<file path="config.mk">
export PLATFORM = sky130hd
export DESIGN_NAME = instruction_decode
export DESIGN_NICKNAME = d
export VERILOG_FILES = /design/src/rtl/decode_pkg.sv /design/src/rtl/register_file.sv /design/src/rtl/instruction_decode.sv
export SDC_FILE = /design/constraint.sdc
export NUM_CORES = 1
export LEC_CHECK = 0
export ABC_AREA = 0
export BUFFER_PORTS_ARGS = -buffer_cell sky130_fd_sc_hd__buf_2
export CAP_MARGIN = 20
export CORE_ASPECT_RATIO = 0.75
export CORE_MARGIN = 2
export CORE_UTILIZATION = 28
export DETAILED_ROUTE_END_ITERATION = 12
export PLACE_DENSITY = 0.51
export SETUP_SLACK_MARGIN = 0.02
export SYNTH_ARGS = -nofsm -noshare
export SYNTH_HDL_FRONTEND = slang
export SYNTH_SLANG_ARGS = --single-unit
</file>
<file path="constraint.sdc">
create_clock -name clk -period 3.6 [get_ports clk]
set_clock_uncertainty 0.2 [all_clocks]
set_input_delay 0.36 -clock clk [delete_from_list [all_inputs] [get_ports clk]]
set_output_delay 0.36 -clock clk [all_outputs]
set_load 0.02 [all_outputs]
</file>
<file path="src/rtl/decode_pkg.sv">
// Shared decode definitions: fetch word layout, instruction field positions,
// opcode encoding and decoder FSM state encoding.
package decode_pkg;

  localparam int PC_W    = 24;
  localparam int FETCH_W = 56;
  localparam int OP_W    = 5;
  localparam int REG_AW  = 4;
  localparam int IMM_W   = 15;

  localparam int OP_MSB  = 31;
  localparam int OP_LSB  = 27;
  localparam int RD_MSB  = 26;
  localparam int RD_LSB  = 23;
  localparam int RS1_MSB = 22;
  localparam int RS1_LSB = 19;
  localparam int RS2_MSB = 18;
  localparam int RS2_LSB = 15;

  typedef enum logic [OP_W-1:0] {
    OP_NOP   = 5'd0,
    OP_ADD   = 5'd1,
    OP_SUB   = 5'd2,
    OP_ADDI  = 5'd3,
    OP_LOAD  = 5'd4,
    OP_STORE = 5'd5,
    OP_BEQ   = 5'd6,
    OP_JMP   = 5'd7
  } opcode_e;

  typedef logic [0:0] state_t;
  localparam state_t ST_RUN    = 1'b0;
  localparam state_t ST_SQUASH = 1'b1;

  function automatic logic is_legal(input logic [OP_W-1:0] op);
    return op <= OP_JMP;
  endfunction

  function automatic logic uses_rs1(input logic [OP_W-1:0] op);
    return op inside {OP_ADD, OP_SUB, OP_ADDI, OP_LOAD, OP_STORE, OP_BEQ};
  endfunction

  function automatic logic uses_rs2(input logic [OP_W-1:0] op);
    return op inside {OP_ADD, OP_SUB, OP_STORE, OP_BEQ};
  endfunction

endpackage

</file>
<file path="src/rtl/register_file.sv">
// Two-read, one-write architectural register file with write-back bypass;
// r0 is hard-wired to zero.
module register_file #(
  parameter int REG_COUNT = 16,
  parameter int DATA_W    = 32,
  parameter int ADDR_W    = 4
) (
  input  logic              clk,
  input  logic              rst_n,
  input  logic [ADDR_W-1:0] rd_addr_a,
  output logic [DATA_W-1:0] rd_data_a,
  input  logic [ADDR_W-1:0] rd_addr_b,
  output logic [DATA_W-1:0] rd_data_b,
  input  logic              wr_en,
  input  logic [ADDR_W-1:0] wr_addr,
  input  logic [DATA_W-1:0] wr_data
);

  logic [DATA_W-1:0] regs [REG_COUNT];

  // NOTE: this array is architectural state that must read as zero after reset,
  // so it is built from resettable flops rather than left as an unreset RAM.
  always_ff @(posedge clk or negedge rst_n) begin
    if (!rst_n) begin
      for (int i = 0; i < REG_COUNT; i++) regs[i] <= '0;
    end else if (wr_en && wr_addr != '0) begin
      regs[wr_addr] <= wr_data;
    end
  end

  // A write landing this cycle is forwarded so decode sees the newest value.
  always_comb begin
    rd_data_a = regs[rd_addr_a];
    if (wr_en && wr_addr == rd_addr_a) rd_data_a = wr_data;
    if (rd_addr_a == '0) rd_data_a = '0;
    rd_data_b = regs[rd_addr_b];
    if (wr_en && wr_addr == rd_addr_b) rd_data_b = wr_data;
    if (rd_addr_b == '0) rd_data_b = '0;
  end

endmodule

</file>
<file path="src/rtl/instruction_decode.sv">
// Decode stage: field extraction, operand read, load-use stall, branch
// resolution with a one-slot squash, and the registered hand-off to execute.
module instruction_decode
  import decode_pkg::*;
#(
  parameter int REG_COUNT = 16,
  parameter int DATA_W    = 32
) (
  input  logic               clk,
  input  logic               rst,
  input  logic [FETCH_W-1:0] fetchIn,
  input  logic               fetchValid,
  input  logic               wbEn,
  input  logic [REG_AW-1:0]  wbAddr,
  input  logic [DATA_W-1:0]  wbData,
  output logic               stall,
  output logic               branchFlag,
  output logic [PC_W-1:0]    branchAddr,
  output logic               flush,
  output logic               exValid,
  output logic [OP_W-1:0]    exOp,
  output logic [REG_AW-1:0]  exRd,
  output logic [DATA_W-1:0]  exA,
  output logic [DATA_W-1:0]  exB,
  output logic [DATA_W-1:0]  exImm,
  output logic [PC_W-1:0]    exPc,
  output logic               illegal
);

  logic [PC_W-1:0]   pc;
  logic [OP_W-1:0]   op;
  logic [REG_AW-1:0] rd, rs1, rs2;
  logic [IMM_W-1:0]  imm;
  logic [DATA_W-1:0] imm_ext, opa, opb;
  logic              live, hazard, accept, taken;
  state_t            state;

  assign pc      = fetchIn[PC_W-1:0];
  assign op      = fetchIn[PC_W+OP_MSB:PC_W+OP_LSB];
  assign rd      = fetchIn[PC_W+RD_MSB:PC_W+RD_LSB];
  assign rs1     = fetchIn[PC_W+RS1_MSB:PC_W+RS1_LSB];
  assign rs2     = fetchIn[PC_W+RS2_MSB:PC_W+RS2_LSB];
  assign imm     = fetchIn[PC_W+IMM_W-1:PC_W];
  assign imm_ext = {{(DATA_W-IMM_W){imm[IMM_W-1]}}, imm};

  register_file #(
    .REG_COUNT(REG_COUNT),
    .DATA_W   (DATA_W),
    .ADDR_W   (REG_AW)
  ) u_register_file (
    .clk      (clk),
    .rst_n    (rst),
    .rd_addr_a(rs1),
    .rd_data_a(opa),
    .rd_addr_b(rs2),
    .rd_data_b(opb),
    .wr_en    (wbEn),
    .wr_addr  (wbAddr),
    .wr_data  (wbData)
  );

  // NOTE: the combinational outputs are qualified with reset so a stale fetch
  // word can never signal a redirect or stall while the block is held in reset.
  assign live   = rst && fetchValid && (state == ST_RUN);
  assign hazard = exValid && (exOp == OP_LOAD) && (exRd != '0) &&
                  ((uses_rs1(op) && rs1 == exRd) || (uses_rs2(op) && rs2 == exRd));
  assign stall  = live && hazard;
  assign accept = live && !hazard;
  assign taken  = accept && ((op == OP_JMP) || (op == OP_BEQ && opa == opb));

  assign branchFlag = taken;
  assign flush      = taken;
  assign branchAddr = pc + imm_ext[PC_W-1:0];

  always_ff @(posedge clk or negedge rst) begin
    if (!rst) begin
      state   <= ST_RUN;
      exValid <= 1'b0;
      exOp    <= '0;
      exRd    <= '0;
      exA     <= '0;
      exB     <= '0;
      exImm   <= '0;
      exPc    <= '0;
      illegal <= 1'b0;
    end else begin
      state   <= taken ? ST_SQUASH : ST_RUN;
      // NOTE: every slot defaults to a bubble and is then overridden, so each
      // register gets a value on every edge without a tangle of else arms.
      exValid <= 1'b0;
      exOp    <= '0;
      exRd    <= '0;
      exA     <= '0;
      exB     <= '0;
      exImm   <= '0;
      exPc    <= '0;
      illegal <= 1'b0;
      if (accept) begin
        if (is_legal(op)) begin
          exValid <= 1'b1;
          exOp    <= op;
          exRd    <= rd;
          exA     <= opa;
          exB     <= opb;
          exImm   <= imm_ext;
          exPc    <= pc;
        end else begin
          illegal <= 1'b1;
        end
      end
    end
  end

endmodule
</file>
==> impl_metrics.tcl, run 1 <==
set metrics [dict create \
    switching_share_pct 28.0 \
    drc_errors 0 \
    worstHoldPathType "in2reg" \
    synthToLayoutAreaGrowth_pct 26.9 \
    fin_util_pct 35.7 \
    grt_max_degree 190 \
    power_frac_comb_pct 24.3 \
    reg2regPathDepth 8 \
    outcome "finished with violations" \
    clock_path_buffers 3 \
    slew_violations 0 \
    dp_cells 3994 \
    end_kind "output port" \
    rows 108 \
    holdCritStartpoint "wbData[13]" \
    fill_cells 10942 \
    grt_pass1_wl_mm 161 \
    die_w_um 398 \
    grt_use_total_pct 18.2 \
    p_clk_share_pct 34.9 \
    wl_met2_mm 50.7 \
    drt_wl_total_mm 108 \
    wl_per_cell_um 25.6 \
    clock.fmax_mhz 226 \
    finalCritPeriodShare_pct 123 \
    layout.nets 2747 \
    root_buffer "clkbuf_16" \
    final_common_cell "dfrtp_1" \
    htree_num_levels 3 \
    hold_ws_ns 0.0556 \
    numCtsBuffers 73 \
    antenna_found_initial 12 \
    fp.dieArea_mm2 0.119 \
    ys_types 57 \
    crit_slowest_cell "or4_4" \
    port_buffers 253 \
    syn_area_mm2 0.0325 \
    r2r_end "state$_DFF_PN0_" \
    switching_power_mw 6.42 \
    reg2reg_from "u_register_file.regs[151]$_DFFE_PN0P_" \
    yosys_most_used_dff "dfrtp_1" \
    rsz0062_at_grt "yes" \
    cts_tree "yes" \
    avgSynthCellArea_um2 15.0 \
    clk_latency_ns 0.66 \
    finalNonFillerCells 4223 \
    crit_required_ns 3.04 \
    synth_edf_count 0 \
    synth_cells 2172 \
    globalplace.congestion 0.846 \
    cp-start-kind "flip-flop" \
    cp.buffers_inverters 2 \
    met1_length_mm 47.7 \
    drive_above_1_share_pct 56.3 \
    layout_common_cells "627 x dfrtp_1, 482 x mux2_2, 300 x mux4_2, 241 x buf_2, 227 x buf_4" \
    top_layer "met5" \
    hold_viol 0 \
    pre_cts_ws_ns -0.867 \
    hpwl_mm 69.0 \
    drv_cap 0 \
    criticalPathCategory "reg2out" \
    dr_wl_met3_mm 7.07 \
    crit_start "u_register_file.regs[151]$_DFFE_PN0P_" \
    power_mw 22.9 \
    worstPathCellList "mux4_2 > mux4_2 > a22o_1 > xor2_2 > nand4_1 > or4_4 > o31ai_4 > buf_12 > buf_8" \
    post_dp_cell_area_mm2 0.0376 \
    cp_common_cell "mux4_2" \
    regToRegSetupSlack_ns 0.21 \
    dr.pass1.iters 5 \
    vias_per_cell 5.21 \
    yosys_warnings 0 \
    violations "negative setup slack" \
    finalSetupViolCount 2 \
    vias 21999 \
    ys_async_sr_fraction_pct 100 \
    intPower_mw 16.5 \
    fin_area_mm2 0.0413 \
    cp_max_fo 3 \
    die_h_um 299 \
    p_leak_nw 18.0 \
    ioPinCount 254 \
    vdd_ir_drop_max_mv 0.334 \
    overflow 0 \
    min_to "u_register_file.regs[365]$_DFFE_PN0P_" \
    cellPowerDensity_mw_per_mm2 555 \
    tns_ns -1.66 \
    clock-sinks 627 \
    slowest_delay_ns 0.62 \
    min_path_cells 2 \
    drt-initial-drc-count 1550 \
    critical_path.top_delay_family "multiplexers" \
    core_area_mm2 0.116 \
    antenna_left 0 \
    ys_seq_area_share_pct 48.2 \
    cts.clk_slew.worst_paths_ns 0.06 \
    setup_ws_ns -0.828 \
    first_global_vias 23521 \
    fin_crit_ns 4.43 \
    ys_ff_latch 627 \
    crit_arrival_ns 3.87 \
    tightest_slew_ns 1.11 \
    relSlewSlack_pct 25.7 \
    p_seq_share_pct 40.8 \
    start_util_pct 28.2 \
]
-- logic make-up (layout without fill, tap and decap cells) --
group | after synthesis | in the layout | share of synthesized area, %
and+or+nand+nor | 247 | 247 | 3.89
other | 1 | 3 | 0.0115
adders and majority gates | 24 | 24 | 0.946
buffers and inverters | 253 | 762 | 3.75
AOI/OAI and AO/OA | 150 | 150 | 3.28
xor gates and xnor gates | 67 | 67 | 1.80
DFF | 627 | 627 | 48.2
muxes | 803 | 803 | 38.1
-- cell usage after synthesis, drive strengths merged, types with 26 or more instances --
master | count | share of area, %
dfrtp | 627 | 48
mux2 | 482 | 17
mux4 | 300 | 21
clkbuf | 135 | 1.6
buf | 104 | 2.0
nor2 | 91 | 1.0
and3 | 47 | 0.90
a22oi | 44 | 1.1
xnor2 | 41 | 1.1
a21oi | 30 | 0.47
a211oi | 27 | 0.62
xor2 | 26 | 0.70
-- registers in the layout (all words and copies together) (netlist names), 4 cells and up --
register	count
exB	32
exImm	15
exPc	24
exRd	4
exOp	5
u_register_file.regs	512
exA	32
-- how the worst max path moves through the flow --
stage                 endpoint  slack (ns)  cells past startpoint
global route             flush       -0.92                     10
CTS                      flush       -0.87                     10
floorplan                flush       -0.16                     11
finish                   flush       -0.83                      9
global placement    branchFlag       -0.80                     11
detailed placement  branchFlag       -0.87                     11
-- area by class of cell --
type | instances | area (um^2) | area share (%)
timing repair buffer | 618 | 5070 | 12.3
tap | 1540 | 1930 | 4.67
clock inverter | 37 | 482 | 1.17
sequential | 627 | 15700 | 38.0
antenna | 1 | 2.50 | 0.00606
multi-input combinational | 1293 | 16000 | 38.8
clock buffer | 93 | 2050 | 4.98
inverter | 14 | 52.6 | 0.127
-- worst reg2reg max path, cell delays in order (launching register included) --
cell     delay, ns
dfrtp_1       0.41
mux4_2        0.48
mux4_2        0.47
a22o_1        0.23
xor2_2        0.27
nand4_1       0.19
or4_4         0.62
o31ai_4       0.28
buf_12        0.16
-- what timing repair did --
action	in CTS	in global routing
gates cloned	0	0
endpoints found under the setup margin	8	8
pin swaps	9	12
hold buffers	80	0
endpoints found under the hold margin	503	0
resized for setup	22	22
setup buffers	16	2
-- power by group through the flow --
| stage | clock, mW | combinational (mW) | sequential [mW] |
|---|---|---|---|
| floorplan | 0 | 3.62 | 9.06 |
| global placement | 0 | 5.26 | 9.34 |
| detailed placement | 0 | 5.39 | 9.43 |
| CTS | 8.24 | 5.56 | 9.31 |
| global route | 8.55 | 5.95 | 9.49 |
| finish | 8.00 | 5.56 | 9.34 |
-- routing by layer --
metal,GRT usage (%),up-vias
met2,28.8,801
met5,0,-
met1,25.4,11844
met4,4.24,12
met3,4.07,172
li1,-,9170
Note: power is estimated with default switching activity, not from simulation.
==> run 2: changes to the inputs <==
--- a/config.mk
+++ b/config.mk
@@ -5,7 +5,7 @@
 export SDC_FILE = /design/constraint.sdc
 export NUM_CORES = 1
 export LEC_CHECK = 0
-export ABC_AREA = 0
+export ABC_AREA = 1
 export BUFFER_PORTS_ARGS = -buffer_cell sky130_fd_sc_hd__buf_2
 export CAP_MARGIN = 20
 export CORE_ASPECT_RATIO = 0.75
==> impl_metrics.tcl, run 2 <==
set metrics [dict create \
    ys_seq_area_share_pct 43.9 \
    rows 113 \
    synth_area_leaders "dfrtp_1 44%, nand2_1 17%, o21ai_0 8.4%, nand3_1 5.5%, inv_1 5.1%" \
    regMostFlops "u_register_file.regs" \
    yosys_warnings 0 \
    slowest_delay_ns 0.42 \
    dp_cells 6911 \
    switching_share_pct 33.5 \
    synth_compound_area_share_pct 16.1 \
    cts.clk_slew.worst_paths_ns 0.06 \
    cellPowerDensity_mw_per_mm2 499 \
    setup_ws_ns 0.172 \
    synth-xor-area-share_pct 0.711 \
    syn_area_mm2 0.0357 \
    drive_above_1_share_pct 14.6 \
    fp.dieArea_mm2 0.130 \
    synth_edf_count 0 \
    antenna_left 0 \
    worstPathCellList "buf_2 > ha_1 > inv_1 > fa_1 > o21ai_2 > a21oi_1 > o21ai_1 > a21oi_1 > o21ai_1 > a21oi_1 > o21ai_0 > nand2_1 > nand2_1 > buf_2" \
    ioPinCount 254 \
    layout.nets 5526 \
    tns_ns 0 \
    yosys.area_share.adder_pct 0.862 \
    outcome "complete, no violations" \
    globalplace.congestion 0.903 \
    overflow 0 \
    relSlewSlack_pct 34.3 \
    hpwl_mm 95.8 \
    rsz0062_at_grt "yes" \
    clock-sinks 627 \
    drt_wl_total_mm 145 \
    p_clk_share_pct 35.0 \
    switching_power_mw 7.33 \
    grt_max_degree 138 \
    hold_viol 0 \
    drc_errors 0 \
    start_util_pct 28.2 \
    end_kind "output port" \
    clock_path_buffers 3 \
    core_area_mm2 0.127 \
    cp.buffers_inverters 3 \
    synthToLayoutAreaGrowth_pct 22.7 \
    crit_required_ns 3.04 \
    slew_violations 0 \
    avgSynthCellArea_um2 7.02 \
    drv_cap 0 \
    ys_types 41 \
    vdd_ir_drop_max_mv 0.334 \
    final_common_cell "nand2_1" \
    pre_cts_ws_ns 0.00807 \
    clk_latency_ns 0.67 \
    crit_slowest_cell "fa_1" \
    port_buffers 253 \
    wl_per_cell_um 20.3 \
    cp_common_cell "a21oi_1" \
    numCtsBuffers 72 \
    first_global_vias 33003 \
    finalNonFillerCells 7134 \
    dr.pass1.iters 8 \
    p_seq_share_pct 40.7 \
    critical_path.top_delay_family "compound AO/OA/AOI/OAI gates" \
    top_regs "u_register_file.regs: 512 flops, exA: 32 flops, exB: 32 flops" \
    synth_simple_gate_area_share_pct 27.4 \
    vias_per_cell 4.93 \
    synth_top_cell_area_share_pct 43.9 \
    root_buffer "clkbuf_16" \
    htree_num_levels 3 \
    finalSetupViolCount 0 \
    power_frac_comb_pct 24.3 \
    intPower_mw 14.5 \
    ys_async_sr_fraction_pct 100 \
    criticalPathCategory "in2out" \
    grt_use_total_pct 21.9 \
    die_h_um 313 \
    clock.fmax_mhz 292 \
    cts_tree "yes" \
    crit_arrival_ns 2.87 \
    yosysTopAreaCell "dfrtp_1" \
    largest_reg_flops 512 \
    synth_common_cells "1623 x nand2_1, 627 x dfrtp_1, 603 x o21ai_0" \
    vias 35165 \
    drt-initial-drc-count 3897 \
    cp_max_fo 3 \
    die_w_um 416 \
    fin_crit_ns 3.43 \
    synth.most_common_cell "nand2_1" \
    cp-start-kind "primary input" \
    p_leak_nw 22.0 \
    layout_common_cells "1601 x nand2_1, 625 x dfrtp_1, 598 x o21ai_0, 479 x inv_1, 386 x nor2_1" \
    finalCritPeriodShare_pct 95.2 \
    yosys_most_used_dff "dfrtp_1" \
    grt_pass1_wl_mm 218 \
    worstHoldPathType "in2reg" \
    synth_mux_area_share_pct 0 \
    ys_ff_latch 627 \
    tightest_slew_ns 0.985 \
    antenna_found_initial 6 \
    synth_top_family_by_area "simple AND/OR/NAND/NOR gates" \
    synth_cells 5088 \
]
==> run 2: changes by cell type after synthesis, sizes merged, moves of 35 or more <==
cell / previous run / this run
o211ai: 2 / 140
inv: 14 / 501
nor2: 91 / 414
buf: 104 / 217
nand2: 19 / 1624
a21oi: 30 / 212
o21ai: 14 / 670
mux2: 482 / 0
nand3: 7 / 394
mux4: 300 / 0
and3: 47 / 0
a22oi: 44 / 9
clkbuf: 135 / 184
==> run 2: path summary, 6_finish.rpt <==
path / slack (ns) / cells past startpoint / to / startpoint
worst max-delay path: 0.17 / 14 / branchAddr[18] / fetchIn[0]
worst min-delay path: 0.06 / 5 / u_register_file.regs[27]$_DFFE_PN0P_ / wbAddr[3]
worst max register to register: 1.13 / 12 / exB[11]$_DFF_PN0_ / exRd[2]$_DFF_PN0_
worst min register to register: 0.18 / 0 / u_register_file.regs[487]$_DFFE_PN0P_ / u_register_file.regs[487]$_DFFE_PN0P_
max in group asynchronous: 1.41 / 4 / u_register_file.regs[247]$_DFFE_PN0P_ / rst
min in group asynchronous: 0.27 / 3 / exA[5]$_DFF_PN0_ / rst
==> run 2: logic make-up after synthesis <==
kind of cell	after synthesis
compound gates	1049
xor+xnor	29
fa+ha+maj	24
buf+inv	904
flops	627
other cells	1
simple gates	2454
==> run 2: worst reg2reg max path, stage by stage (launching register included) <==
cell      delay (ns)
dfrtp_2         0.47
or2_2           0.31
a21oi_1         0.13
nand3_1         0.08
nand2_1         0.10
nand2_1         0.08
buf_4           0.14
nand2_2         0.07
nor2_2          0.05
clkinv_2        0.06
buf_12          0.35
nor3_1          0.18
buf_4           0.16
==> run 2: metal layers <==
metal | vias up | global-route usage [%] | wire length, um
li1 | 16847 | - | -
met1 | 16732 | 31.0 | 65400
met2 | 1337 | 34.2 | 64500
met3 | 245 | 4.04 | 10800
met4 | 4 | 6.08 | 4100
met5 | - | 0 | 26
==> run 2: timing repair <==
item | in CTS | in global routing
setup endpoints to repair | 2 | 6
endpoints found under the hold margin | 351 | 0
setup buffers | 0 | 4
hold buffers | 83 | 0
pin swaps | 1 | 13
resized for setup | 5 | 64
==> run 2: metrics by stage <==
stage / util [%] / power (mW) / hold WS [ns] / area (um^2)
finish: 34.6 / 21.9 / 0.0552 / 43800
global route: 34.6 / 23.2 / 0.0734 / 43800
CTS: 34.4 / 21.9 / 0.0204 / 43600
detailed placement: 31.9 / 14.1 / 0.166 / 40300
global placement: 31.9 / 14.1 / 0.165 / 40300
floorplan: - / 12.1 / -0.136 / 35700
==> run 2: layout make-up <==
type                            instances  area (um^2)
Fill cell                           13502        82700
Multi-Input combinational cell       3558        16400
Sequential cell                       627        15700
Timing Repair Buffer                  644         5340
Tap cell                             1667         2090
Clock buffer                           98         2040
Inverter                              503         1900
Clock inverter                         34          365
Antenna cell                            3         7.51
==> run 2: power by group through the flow <==
stage | combinational (mW) | sequential [mW] | clock, mW
6_report | 5.31 | 8.90 | 7.66
5_1_grt | 6.01 | 9.03 | 8.13
4_1_cts | 5.24 | 8.88 | 7.83
3_5_place_dp | 5.14 | 8.99 | 0
3_3_place_gp | 5.07 | 8.98 | 0
2_1_floorplan | 3.24 | 8.85 | 0
